==> config.mk <==
export PLATFORM = sky130hd
export DESIGN_NAME = access_lockout_ctrl_flat
export DESIGN_NICKNAME = d
export VERILOG_FILES = /design/src/rtl/access_lockout_ctrl_if.sv /design/src/rtl/access_lockout_ctrl.sv /design/src/flat_wrapper.sv
export SDC_FILE = /design/constraint.sdc
export NUM_CORES = 1
export LEC_CHECK = 0
export ABC_AREA = 1
export CORE_ASPECT_RATIO = 1.5
export CORE_MARGIN = 2
export CORE_UTILIZATION = 55
export DETAILED_ROUTE_END_ITERATION = 8
export HOLD_SLACK_MARGIN = 0.05
export PLACE_DENSITY = 0.82
export SYNTH_ARGS = -nofsm -noshare
export SYNTH_HDL_FRONTEND = slang
export SYNTH_SLANG_ARGS = --single-unit
==> constraint.sdc <==
create_clock -name clk -period 2.25 [get_ports clk]
set_input_delay 0.3375 -clock clk [delete_from_list [all_inputs] [get_ports clk]]
set_output_delay 0.3375 -clock clk [all_outputs]
set_load 0.1 [all_outputs]
==> src/rtl/access_lockout_ctrl_if.sv <==
// Attempt/status bundle between the password checker side and access_lockout_ctrl.
// master drives submit/match and observes status; slave is the controller side.
interface access_lockout_ctrl_if #(
  parameter int unsigned MAX_FAILS = 3
);
  localparam int unsigned FC_W = $clog2(MAX_FAILS + 1);

  logic            submit;
  logic            match;
  logic            unlocked;
  logic            locked_out;
  logic [FC_W-1:0] fail_cnt;
  logic            attempt_ok;
  logic            attempt_bad;
  logic [1:0]      state_dbg;

  modport master (
    output submit, match,
    input  unlocked, locked_out, fail_cnt, attempt_ok, attempt_bad, state_dbg
  );

  modport slave (
    input  submit, match,
    output unlocked, locked_out, fail_cnt, attempt_ok, attempt_bad, state_dbg
  );
endinterface

==> src/rtl/access_lockout_ctrl.sv <==
// Timed unlock / lockout controller driven by the password checker's match flag.
// Define SUBMIT_EDGE_EN to treat submit as a button level (rising-edge qualified).
module access_lockout_ctrl #(
  parameter int unsigned MAX_FAILS      = 3,
  parameter int unsigned UNLOCK_CYCLES  = 100_000_000,
  parameter int unsigned LOCKOUT_CYCLES = 500_000_000
) (
  input logic                  clk,
  input logic                  rst,
  access_lockout_ctrl_if.slave bus
);
  localparam int unsigned TMR_MAX = (UNLOCK_CYCLES > LOCKOUT_CYCLES) ? UNLOCK_CYCLES
                                                                     : LOCKOUT_CYCLES;
  localparam int unsigned TMR_W   = $clog2(TMR_MAX + 1);
  localparam int unsigned FC_W    = $clog2(MAX_FAILS + 1);

  typedef enum logic [1:0] {
    IDLE = 2'b00,
    OPEN = 2'b01,
    LOCK = 2'b10
  } state_t;

  state_t           state;
  logic [TMR_W-1:0] timer;
  logic [FC_W-1:0]  fail_next;
  logic             sub_evt;

  assign fail_next = bus.fail_cnt + FC_W'(1);

`ifdef SUBMIT_EDGE_EN
  // submit_q resets high so a button held through reset release is not an attempt.
  logic submit_q;

  always_ff @(posedge clk or posedge rst) begin
    if (rst) submit_q <= 1'b1;
    else     submit_q <= bus.submit;
  end

  assign sub_evt = bus.submit & ~submit_q;
`else
  assign sub_evt = bus.submit;
`endif

  always_ff @(posedge clk or posedge rst) begin
    if (rst) begin
      state           <= IDLE;
      timer           <= '0;
      bus.fail_cnt    <= '0;
      bus.unlocked    <= 1'b0;
      bus.locked_out  <= 1'b0;
      bus.attempt_ok  <= 1'b0;
      bus.attempt_bad <= 1'b0;
      bus.state_dbg   <= IDLE;
    end else begin
      bus.attempt_ok  <= 1'b0;
      bus.attempt_bad <= 1'b0;
      case (state)
        IDLE: begin
          if (sub_evt) begin
            if (bus.match) begin
              state          <= OPEN;
              timer          <= TMR_W'(UNLOCK_CYCLES - 1);
              bus.fail_cnt   <= '0;
              bus.attempt_ok <= 1'b1;
              bus.unlocked   <= 1'b1;
              bus.state_dbg  <= OPEN;
            end else begin
              bus.attempt_bad <= 1'b1;
              bus.fail_cnt    <= fail_next;
              if (fail_next == FC_W'(MAX_FAILS)) begin
                state          <= LOCK;
                timer          <= TMR_W'(LOCKOUT_CYCLES - 1);
                bus.locked_out <= 1'b1;
                bus.state_dbg  <= LOCK;
              end
            end
          end
        end
        OPEN: begin
          if (timer == '0) begin
            state         <= IDLE;
            bus.unlocked  <= 1'b0;
            bus.state_dbg <= IDLE;
          end else begin
            timer <= timer - TMR_W'(1);
          end
        end
        LOCK: begin
          if (timer == '0) begin
            state          <= IDLE;
            bus.fail_cnt   <= '0;
            bus.locked_out <= 1'b0;
            bus.state_dbg  <= IDLE;
          end else begin
            timer <= timer - TMR_W'(1);
          end
        end
        default: begin
          state          <= IDLE;
          timer          <= '0;
          bus.fail_cnt   <= '0;
          bus.unlocked   <= 1'b0;
          bus.locked_out <= 1'b0;
          bus.state_dbg  <= IDLE;
        end
      endcase
    end
  end
endmodule

==> src/flat_wrapper.sv <==
// flat-port wrapper written by rule: the top's interface ports become plain ports
module access_lockout_ctrl_flat 
#(
  parameter int unsigned MAX_FAILS      = 3,
  parameter int unsigned UNLOCK_CYCLES  = 100_000_000,
  parameter int unsigned LOCKOUT_CYCLES = 500_000_000
)
  (clk, rst, bus_submit, bus_match, bus_unlocked, bus_locked_out, bus_fail_cnt, bus_attempt_ok, bus_attempt_bad, bus_state_dbg);
  access_lockout_ctrl_if #(.MAX_FAILS(MAX_FAILS)) bus_i ();
  input logic clk;
  input logic rst;
  input wire logic [$bits(bus_i.submit)-1:0] bus_submit;
  input wire logic [$bits(bus_i.match)-1:0] bus_match;
  output wire logic [$bits(bus_i.unlocked)-1:0] bus_unlocked;
  output wire logic [$bits(bus_i.locked_out)-1:0] bus_locked_out;
  output wire logic [$bits(bus_i.fail_cnt)-1:0] bus_fail_cnt;
  output wire logic [$bits(bus_i.attempt_ok)-1:0] bus_attempt_ok;
  output wire logic [$bits(bus_i.attempt_bad)-1:0] bus_attempt_bad;
  output wire logic [$bits(bus_i.state_dbg)-1:0] bus_state_dbg;
  assign bus_i.submit = bus_submit;
  assign bus_i.match = bus_match;
  assign bus_unlocked = bus_i.unlocked;
  assign bus_locked_out = bus_i.locked_out;
  assign bus_fail_cnt = bus_i.fail_cnt;
  assign bus_attempt_ok = bus_i.attempt_ok;
  assign bus_attempt_bad = bus_i.attempt_bad;
  assign bus_state_dbg = bus_i.state_dbg;
  access_lockout_ctrl #(.MAX_FAILS(MAX_FAILS), .UNLOCK_CYCLES(UNLOCK_CYCLES), .LOCKOUT_CYCLES(LOCKOUT_CYCLES)) u_core (.clk(clk), .rst(rst), .bus(bus_i));
endmodule
==> results of run 1 <==
==> placed cells by master, fill, tap and decap left out <==
| cell | instances |
|---|---|
| o21ai_0 | 23 |
| nand3_1 | 32 |
| dfrtp_1 | 35 |
| nor2_1 | 55 |
| or2_1 | 1 |
| nand2_8 | 1 |
| ha_1 | 7 |
| nor2_2 | 3 |
| clkinv_2 | 2 |
| nor3_1 | 2 |
| nand2_2 | 4 |
| dfrtp_2 | 2 |
| buf_4 | 13 |
| clkbuf_8 | 5 |
| a21oi_2 | 1 |
| nand2_1 | 153 |
| nand4_1 | 7 |
| nor2_4 | 3 |
| buf_12 | 1 |
| xor2_1 | 3 |
| o21bai_1 | 6 |
| o21ai_2 | 1 |
| inv_2 | 2 |
| clkdlybuf4s50_1 | 3 |
| clkinv_1 | 1 |
| clkbuf_1 | 1 |
| o21ai_1 | 5 |
| o21a_1 | 1 |
| nand3_4 | 1 |
| inv_1 | 44 |
| a21oi_1 | 8 |
==> stage by stage <==
stage	total power, uW	instances
global placement	3740	481
floorplan	3240	410
CTS	4270	489
global route	4720	490
detailed placement	3800	481
finish	4340	490
==> registers in the layout, indices dropped and copies added (netlist names) <==
register,count
u_core.timer,29
u_core.bus.attempt_ok,1
u_core.bus.attempt_bad,1
u_core.state,2
u_core.bus.locked_out,1
u_core.bus.fail_cnt,2
u_core.bus.unlocked,1
==> power by group through the flow <==
stage	sequential, uW	combinational, uW	clock (uW)
final	1250	2620	468
after global routing	1280	2950	495
after CTS	1240	2550	474
after detailed placement	1250	2550	0
after global placement	1250	2500	0
after floorplan	1540	1700	0
==> critical path: cells and delay by family, from the launching register on <==
kind / cells / cell delay [ns]
AO/OA/AOI/OAI: 1 / 0.16
adder cells (fa/ha/maj): 1 / 0.22
buffers and inverters: 4 / 0.46
flip-flops: 1 / 0.44
AND/OR/NAND/NOR: 5 / 0.62
==> final cells by class <==
type	instances	area, um^2	area share
sequential	37	928	0.321
inverter	47	176	0.0609
timing repair buffer	17	148	0.0510
tap	64	80.1	0.0277
clock inverter	2	10.0	0.00346
multi-input combinational	317	1480	0.511
clock buffer	6	72.6	0.0251
==> per-layer routing <==
| metal | wire (um) | track usage |
|---|---|---|
| met1 | 2690 | 0.342 |
| met3 | 331 | 0.0395 |
| met2 | 3180 | 0.447 |
| met4 | 229 | 0.138 |
| met5 | 0 | 0 |
==> worst max-delay path by stage <==
stage / to / from
after floorplan: u_core.timer[23] / u_core.state[0]
after global placement: u_core.timer[10] / u_core.state[0]
after detailed placement: u_core.timer[10] / u_core.state[0]
after CTS: u_core.timer[10] / u_core.state[0]
after global routing: u_core.state[1] / u_core.state[0]
final: u_core.timer[20] / u_core.state[0]
==> repair_timing <==
action / 4_1_cts / 5_1_grt
buffers inserted: 0 / 1
setup endpoints to repair: 0 / 1
resized for setup: 0 / 1
==> cells by family (layout without fill, tap and decap cells) <==
kind of cell,count (synthesis),in the layout,synth area share
and+or+nand+nor,262,262,0.422
AOI/OAI and AO/OA,45,45,0.0953
adders and majority gates,7,7,0.0333
DFF,37,37,0.353
xor gates and xnor gates,3,3,0.0100
buffers and inverters,56,72,0.0872
==> results.sh, run 1 <==
export IMPL_status="finished, final reports clean"
export IMPL_intPower_uw=1960
export IMPL_clk_path_buf_depth=2
export IMPL_antenna_found_initial=0
export IMPL_design_area_mm2=0.00290
export IMPL_setup_viol=0
export IMPL_numCtsBuffers=5
export IMPL_cpPeakStageDelay_ns=0.44
export IMPL_cp_slowest_cell="dfrtp_2"
export IMPL_setup_worst_path_end_class="flip-flop"
export IMPL_die_area_mm2=0.00536
export IMPL_post_dp_hpwl_um=4740
export IMPL_finish_utilization=0.632
export IMPL_postSynthAreaPerCell_um2=6.41
export IMPL_hold_ws_ns=0.442
export IMPL_grt_pass1_vias=2430
export IMPL_die_h_um=88.6
export IMPL_netlist_area_leader_share=0.353
export IMPL_clk_pin_slew_ns=0.08
export IMPL_vdd_drop_max_mv=0.915
export IMPL_worstRegToRegCells=11
export IMPL_cp_max_fo=25
export IMPL_initial_core_util=0.573
export IMPL_first_pass_iters=4
export IMPL_cp_required_ns=2.44
export IMPL_fin_ws_ns=0.242
export IMPL_fill_cells=413
export IMPL_drive_above_1_share=0.0915
export IMPL_synth_edf_count=0
export IMPL_drc=0
export IMPL_antenna_cells=0
export IMPL_start_kind="flip-flop"
export IMPL_p_comb_frac=0.604
export IMPL_clk_latency_ns=0.30
export IMPL_yosysMostFrequentCell="nand2_1"
export IMPL_vias_per_cell=5.32
export IMPL_rows=30
export IMPL_netSwitchingFraction=0.548
export IMPL_yosysSeqAreaShare=0.353
export IMPL_synth_common_cells="153 x nand2_1, 55 x nor2_1, 44 x inv_1, 37 x dfrtp_1, 32 x nand3_1"
export IMPL_power_frac_seq=0.288
export IMPL_synth_cells=410
export IMPL_routed_wl_um=6440
export IMPL_critPathArrivalTime_ns=2.19
export IMPL_post_drt_wl_per_cell_um=13.1
export IMPL_reg2reg_from="u_core.state[0]"
export IMPL_initialDrtViolationCount=156
export IMPL_worst_slew_pin_slew_ns=0.622
export IMPL_clock_sinks=37
export IMPL_hold_class="primary input to async pin"
export IMPL_synth_main_ff_cell="dfrtp_1"
export IMPL_fin_nets=436
export IMPL_io_pins=12
export IMPL_fmax_mhz=498
export IMPL_skew_ns=0.0107
export IMPL_r2r_slack_ns=0.24
export IMPL_critPathKind="flip-flop to flip-flop"
export IMPL_vias=2608
export IMPL_yosys_register_bits=37
export IMPL_grt_use_total=0.272
export IMPL_switchingPower_uw=2370
export IMPL_die_w_um=60.4
export IMPL_cts_root_buf="clkbuf_8"
export IMPL_rsz0062_at_grt="false"
export IMPL_synthDistinctLibCells=28
export IMPL_finalWeightedCongestion=0.917
export IMPL_htreeDepth=2
export IMPL_maxCapViolations=0
export IMPL_detail_route_antenna_nets=0
export IMPL_clock_power_share=0.108
export IMPL_grt_overflow=0
export IMPL_yosysTopAreaCell="dfrtp_1"
export IMPL_syn_area_mm2=0.00263
export IMPL_period_share=0.893
export IMPL_area_delta_synth_final_pct=10.2
export IMPL_grt_pass1_wl_um=10900
export IMPL_period_needed_ns=2.01
export IMPL_leakagePower_uw=0.00148
export IMPL_dp_slack_ns=0.201
export IMPL_drv_slew=0
export IMPL_cts_hold_buffers=0
export IMPL_tns_ns=0
export IMPL_cts_tree="yes"
export IMPL_hold_viol=0
export IMPL_grt_max_degree=38
export IMPL_io_buffers=11
export IMPL_dpl_cell_area_mm2=0.00278
export IMPL_powerDensity_mw_per_mm2=1500
export IMPL_synth_area_leaders="dfrtp_1 35%, nand2_1 22%, nor2_1 7.9%"
export IMPL_fp_coreArea_mm2=0.00458
export IMPL_async_reset_ff_frac=1.00
export IMPL_synth_nets=421
export IMPL_slew_headroom=0.585
export IMPL_synth_warnings=0
export IMPL_reg2reg_to="u_core.timer[20]"
export IMPL_path_cells="inv_1 > ha_1 > inv_2 > or2_1 > o21ai_2 > inv_2 > nand2_8 > nor2_4 > buf_12 > nand2_1 > nand2_1"
Power figures use the tool's default switching activity.
==> run 2, diff against run 1 <==
Settings changed: CORE_MARGIN 2 to unset.
==> results.sh, run 2 (synthesized netlist as in run 1, its figures left out) <==
export IMPL_clk_path_buf_depth=2
export IMPL_top_register="u_core.timer"
export IMPL_htreeDepth=2
export IMPL_period_share=0.860
export IMPL_clk_pin_slew_ns=0.08
export IMPL_crit_top_cell="inv_2"
export IMPL_initialDrtViolationCount=114
export IMPL_drive_above_1_share=0.0981
export IMPL_drc=0
export IMPL_grt_overflow=0
export IMPL_start_kind="flip-flop"
export IMPL_routed_wl_um=6530
export IMPL_finalWeightedCongestion=0.995
export IMPL_vias=2591
export IMPL_grt_use_total=0.294
export IMPL_cpPeakStageDelay_ns=0.44
export IMPL_design_area_mm2=0.00293
export IMPL_leakagePower_uw=0.00150
export IMPL_numCtsBuffers=5
export IMPL_first_pass_iters=5
export IMPL_vias_per_cell=5.27
export IMPL_fmax_mhz=517
export IMPL_maxCapViolations=0
export IMPL_cts_tree="yes"
export IMPL_tns_ns=0
export IMPL_detail_route_antenna_nets=0
export IMPL_netSwitchingFraction=0.533
export IMPL_critPathKind="flip-flop to flip-flop"
export IMPL_die_area_mm2=0.00506
export IMPL_grt_pass1_wl_um=11400
export IMPL_setup_viol=0
export IMPL_fin_ws_ns=0.314
export IMPL_period_needed_ns=1.94
export IMPL_finish_utilization=0.644
export IMPL_p_total_uw=4480
export IMPL_fill_cells=426
export IMPL_antenna_cells=0
export IMPL_io_pins=12
export IMPL_hold_viol=0
export IMPL_fin_nets=438
export IMPL_powerDensity_mw_per_mm2=1530
export IMPL_dp_slack_ns=0.330
export IMPL_clk_latency_ns=0.29
export IMPL_skew_ns=0.00440
export IMPL_antenna_found_initial=0
export IMPL_rsz0062_at_grt="false"
export IMPL_clock_sinks=37
export IMPL_cts_hold_buffers=0
export IMPL_p_comb_frac=0.584
export IMPL_multi_input_area_mm2=0.00147
export IMPL_cp_required_ns=2.42
export IMPL_post_dp_hpwl_um=4790
export IMPL_setup_worst_path_end_class="flip-flop"
export IMPL_io_buffers=11
export IMPL_largest_registers="u_core.timer (29), u_core.bus.fail_cnt (2), u_core.state (2)"
export IMPL_final_common_cell="nand2_1"
export IMPL_worst_slew_pin_slew_ns=0.493
export IMPL_fp_coreArea_mm2=0.00454
export IMPL_seq_area_um2=928
export IMPL_cp_max_fo=16
export IMPL_rows=30
export IMPL_power_frac_seq=0.278
export IMPL_die_h_um=86.6
export IMPL_dpl_cell_area_mm2=0.00281
export IMPL_hold_class="primary input to async pin"
export IMPL_cts_root_buf="clkbuf_8"
export IMPL_intPower_uw=2090
export IMPL_cts_resized_gates=0
export IMPL_status="finished, final reports clean"
export IMPL_path_cells="inv_1 > ha_1 > inv_2 > or2_1 > o21ai_2 > inv_2 > nand2_4 > buf_4 > o21ai_0"
export IMPL_initial_core_util=0.578
export IMPL_switchingPower_uw=2390
export IMPL_cts_setup_buffers=0
export IMPL_largest_reg_flops=29
export IMPL_critPathArrivalTime_ns=2.11
export IMPL_clock_power_share=0.137
export IMPL_grt_pass1_vias=2647
export IMPL_layout_common_cells="153 x nand2_1, 55 x nor2_1, 44 x inv_1"
export IMPL_cp_slowest_cell="dfrtp_2"
export IMPL_drv_slew=0
export IMPL_area_delta_synth_final_pct=11.4
export IMPL_post_drt_wl_per_cell_um=13.3
export IMPL_slew_headroom=0.672
export IMPL_grt_max_degree=38
export IMPL_die_w_um=58.4
export IMPL_vdd_drop_max_mv=1.22
## run 2: cell types whose count changed in the layout (fill, tap and decap cells not counted), sizes merged
cell	change
clkinv	-2
clkinvlp	+1
bufinv	+1
buf	+2
## run 2: path summary, 6_finish.rpt
| check | start | endpoint | slack (ns) | cells past startpoint |
|---|---|---|---|---|
| min in group clk | u_core.bus.locked_out | u_core.bus.locked_out | 0.49 | 2 |
| max in group asynchronous | rst | u_core.state[0] | 1.42 | 3 |
| max reg2reg | u_core.state[0] | u_core.timer[12] | 0.31 | 9 |
| max | u_core.state[0] | u_core.timer[12] | 0.31 | 9 |
| min | rst | u_core.timer[10] | 0.46 | 3 |
| min reg2reg | u_core.bus.locked_out | u_core.bus.locked_out | 0.49 | 2 |
## run 2: power groups by stage
stage	sequential [uW]	clock [uW]	combinational, uW
floorplan	1540	0	1700
global placement	1240	0	2550
detailed placement	1250	0	2600
CTS	1240	625	2610
global route	1280	641	2950
finish	1250	615	2620
## run 2: cell type report
cell class,count,share of cell area
timing repair buffer,19,0.0513
tap,64,0.0274
clock buffer,6,0.0282
clock inverter,2,0.0128
sequential,37,0.317
inverter,47,0.0603
multi-input combinational,317,0.503
## run 2: per-layer routing
layer / global-route usage / routed length, um
met4: 0.182 / 188
met2: 0.508 / 3410
met5: 0 / 0
met1: 0.321 / 2520
met3: 0.0612 / 415
## run 2: critical path, delay by kind of cell (launching register included)
family,cells,cell delay [ns]
flip-flops,1,0.44
AO/OA/AOI/OAI,2,0.30
adder cells (fa/ha/maj),1,0.20
buffers and inverters,4,0.50
AND/OR/NAND/NOR,2,0.37
## run 2: stage by stage
| step | cells | hold slack [ns] |
|---|---|---|
| floorplan | 410 | 0.466 |
| global placement | 484 | 0.459 |
| detailed placement | 484 | 0.473 |
| CTS | 492 | 0.477 |
| global route | 492 | 0.506 |
| finish | 492 | 0.458 |
==> run 3, diff against run 2 <==
Settings changed: CELL_PAD_IN_SITES_DETAIL_PLACEMENT set to 1, CELL_PAD_IN_SITES_GLOBAL_PLACEMENT set to 1, CORE_UTILIZATION 55 to 43, PLACE_DENSITY 0.82 to 0.88.
==> results.sh, run 3 (synthesized netlist as in run 1, its figures left out) <==
export IMPL_routed_wl_um=7830
export IMPL_fp_coreArea_mm2=0.00583
export IMPL_grt_use_total=0.273
export IMPL_top_usage_layer="met2"
export IMPL_drv_slew=0
export IMPL_path_cells="inv_1 > ha_1 > inv_2 > or2_1 > o21ai_2 > inv_2 > nand2_8 > nor2_4 > nand2_1 > nand2_1"
export IMPL_start_kind="flip-flop"
export IMPL_antenna_found_initial=0
export IMPL_worst_slew_pin_slew_ns=0.710
export IMPL_largest_reg_flops=29
export IMPL_cp_required_ns=2.48
export IMPL_grt_pass1_vias=2897
export IMPL_clk_pin_slew_ns=0.08
export IMPL_drive_above_1_share=0.0896
export IMPL_clk_path_buf_depth=2
export IMPL_maxCapViolations=0
export IMPL_final_common_cell="nand2_1"
export IMPL_leakagePower_uw=0.00147
export IMPL_setup_worst_path_end_class="flip-flop"
export IMPL_largest_registers="u_core.timer (29), u_core.bus.fail_cnt (2), u_core.state (2)"
export IMPL_period_share=0.911
export IMPL_cts_setup_buffers=0
export IMPL_fin_ws_ns=0.200
export IMPL_post_drt_wl_per_cell_um=15.8
export IMPL_layout_common_cells="153 x nand2_1, 54 x nor2_1, 44 x inv_1"
export IMPL_die_w_um=65.8
export IMPL_dp_slack_ns=0.180
export IMPL_critPathKind="flip-flop to flip-flop"
export IMPL_numCtsBuffers=5
export IMPL_top_register="u_core.timer"
export IMPL_cpPeakStageDelay_ns=0.45
export IMPL_slew_headroom=0.526
export IMPL_drc=0
export IMPL_grt_pass1_wl_um=13600
export IMPL_clk_latency_ns=0.30
export IMPL_p_total_uw=4410
export IMPL_io_pins=12
export IMPL_powerDensity_mw_per_mm2=1530
export IMPL_fin_nets=434
export IMPL_skew_ns=0.00638
export IMPL_finalWeightedCongestion=0.897
export IMPL_area_delta_synth_final_pct=9.67
export IMPL_cts_tree="yes"
export IMPL_stdcell_count=496
export IMPL_cp_max_fo=25
export IMPL_io_buffers=11
export IMPL_grt_use_met3=0.0317
export IMPL_rsz0062_at_grt="false"
export IMPL_r2r_slack_ns=0.20
export IMPL_die_h_um=97.7
export IMPL_vias_per_cell=5.33
export IMPL_setup_viol=0
export IMPL_initial_core_util=0.451
export IMPL_htreeDepth=2
export IMPL_initialDrtViolationCount=92
export IMPL_cts_hold_buffers=0
export IMPL_antenna_cells=0
export IMPL_placedCellCount=488
export IMPL_grtUsageMet2=0.496
export IMPL_grt_overflow=0
export IMPL_period_needed_ns=2.05
export IMPL_vias=2646
export IMPL_hold_class="primary input to async pin"
export IMPL_tns_ns=0
export IMPL_fill_cells=777
export IMPL_critPathArrivalTime_ns=2.28
export IMPL_first_pass_iters=4
export IMPL_fmax_mhz=488
export IMPL_detail_route_antenna_nets=0
export IMPL_post_dp_hpwl_um=5780
export IMPL_clock_sinks=37
export IMPL_status="finished, final reports clean"
export IMPL_vdd_drop_max_mv=1.17
export IMPL_cts_root_buf="clkbuf_8"
export IMPL_cp_slowest_cell="nor2_4"
export IMPL_grt_max_degree=38
export IMPL_use_met1=0.314
export IMPL_die_area_mm2=0.00643
export IMPL_hold_viol=0
export IMPL_rows=34
[run 3: worst paths after layout]
path,from,to,cells past startpoint
min reg2reg,u_core.bus.locked_out,u_core.bus.locked_out,2
min,rst,u_core.bus.fail_cnt[0],3
max in group asynchronous,rst,u_core.state[0],3
min in group clk,u_core.bus.locked_out,u_core.bus.locked_out,2
max reg2reg,u_core.state[0],u_core.timer[10],10
max,u_core.state[0],u_core.timer[10],10
[run 3: where the power goes]
part | switching [uW] | total [uW] | internal (uW) | leakage (uW)
clock | 262 | 477 | 215 | 0.0000450
combinational | 1920 | 2680 | 763 | 0.000961
sequential | 312 | 1250 | 941 | 0.000462
[run 3: through the flow]
stage / util / hold WS (ns) / instance area (um^2)
after CTS: 0.492 / 0.480 / 2870
after global placement: 0.478 / 0.460 / 2790
final: 0.494 / 0.465 / 2880
after floorplan: - / 0.466 / 2630
after global routing: 0.494 / 0.524 / 2880
after detailed placement: 0.478 / 0.482 / 2790
[run 3: layer usage]
metal / up-vias / share of wire / routed length [um]
met4: 0 / 0.026 / 203
met5: - / 0 / 0
li1: 1306 / - / -
met3: 19 / 0.026 / 205
met1: 1276 / 0.41 / 3210
met2: 45 / 0.54 / 4210
[run 3: final cells by class]
type | count | area, um^2 | area share
Clock inverter | 2 | 10.0 | 0.00348
Timing Repair Buffer | 15 | 120 | 0.0417
Clock buffer | 6 | 72.6 | 0.0252
Inverter | 47 | 176 | 0.0613
Multi-Input combinational cell | 317 | 1480 | 0.515
Sequential cell | 37 | 928 | 0.322
Tap cell | 72 | 90.1 | 0.0313
[run 3: repair_timing]
action | CTS | global route
hold endpoints to repair | 0 | 0
setup endpoints to repair | 0 | 17
gates resized for setup | 0 | 2
[run 3: critical path, delay by kind of cell, from the launching register on]
kind | cells | cell delay (ns)
DFF | 1 | 0.41
adders and majority gates | 1 | 0.24
buffers and inverters | 3 | 0.30
AOI/OAI and AO/OA | 1 | 0.08
and+or+nand+nor | 5 | 0.96
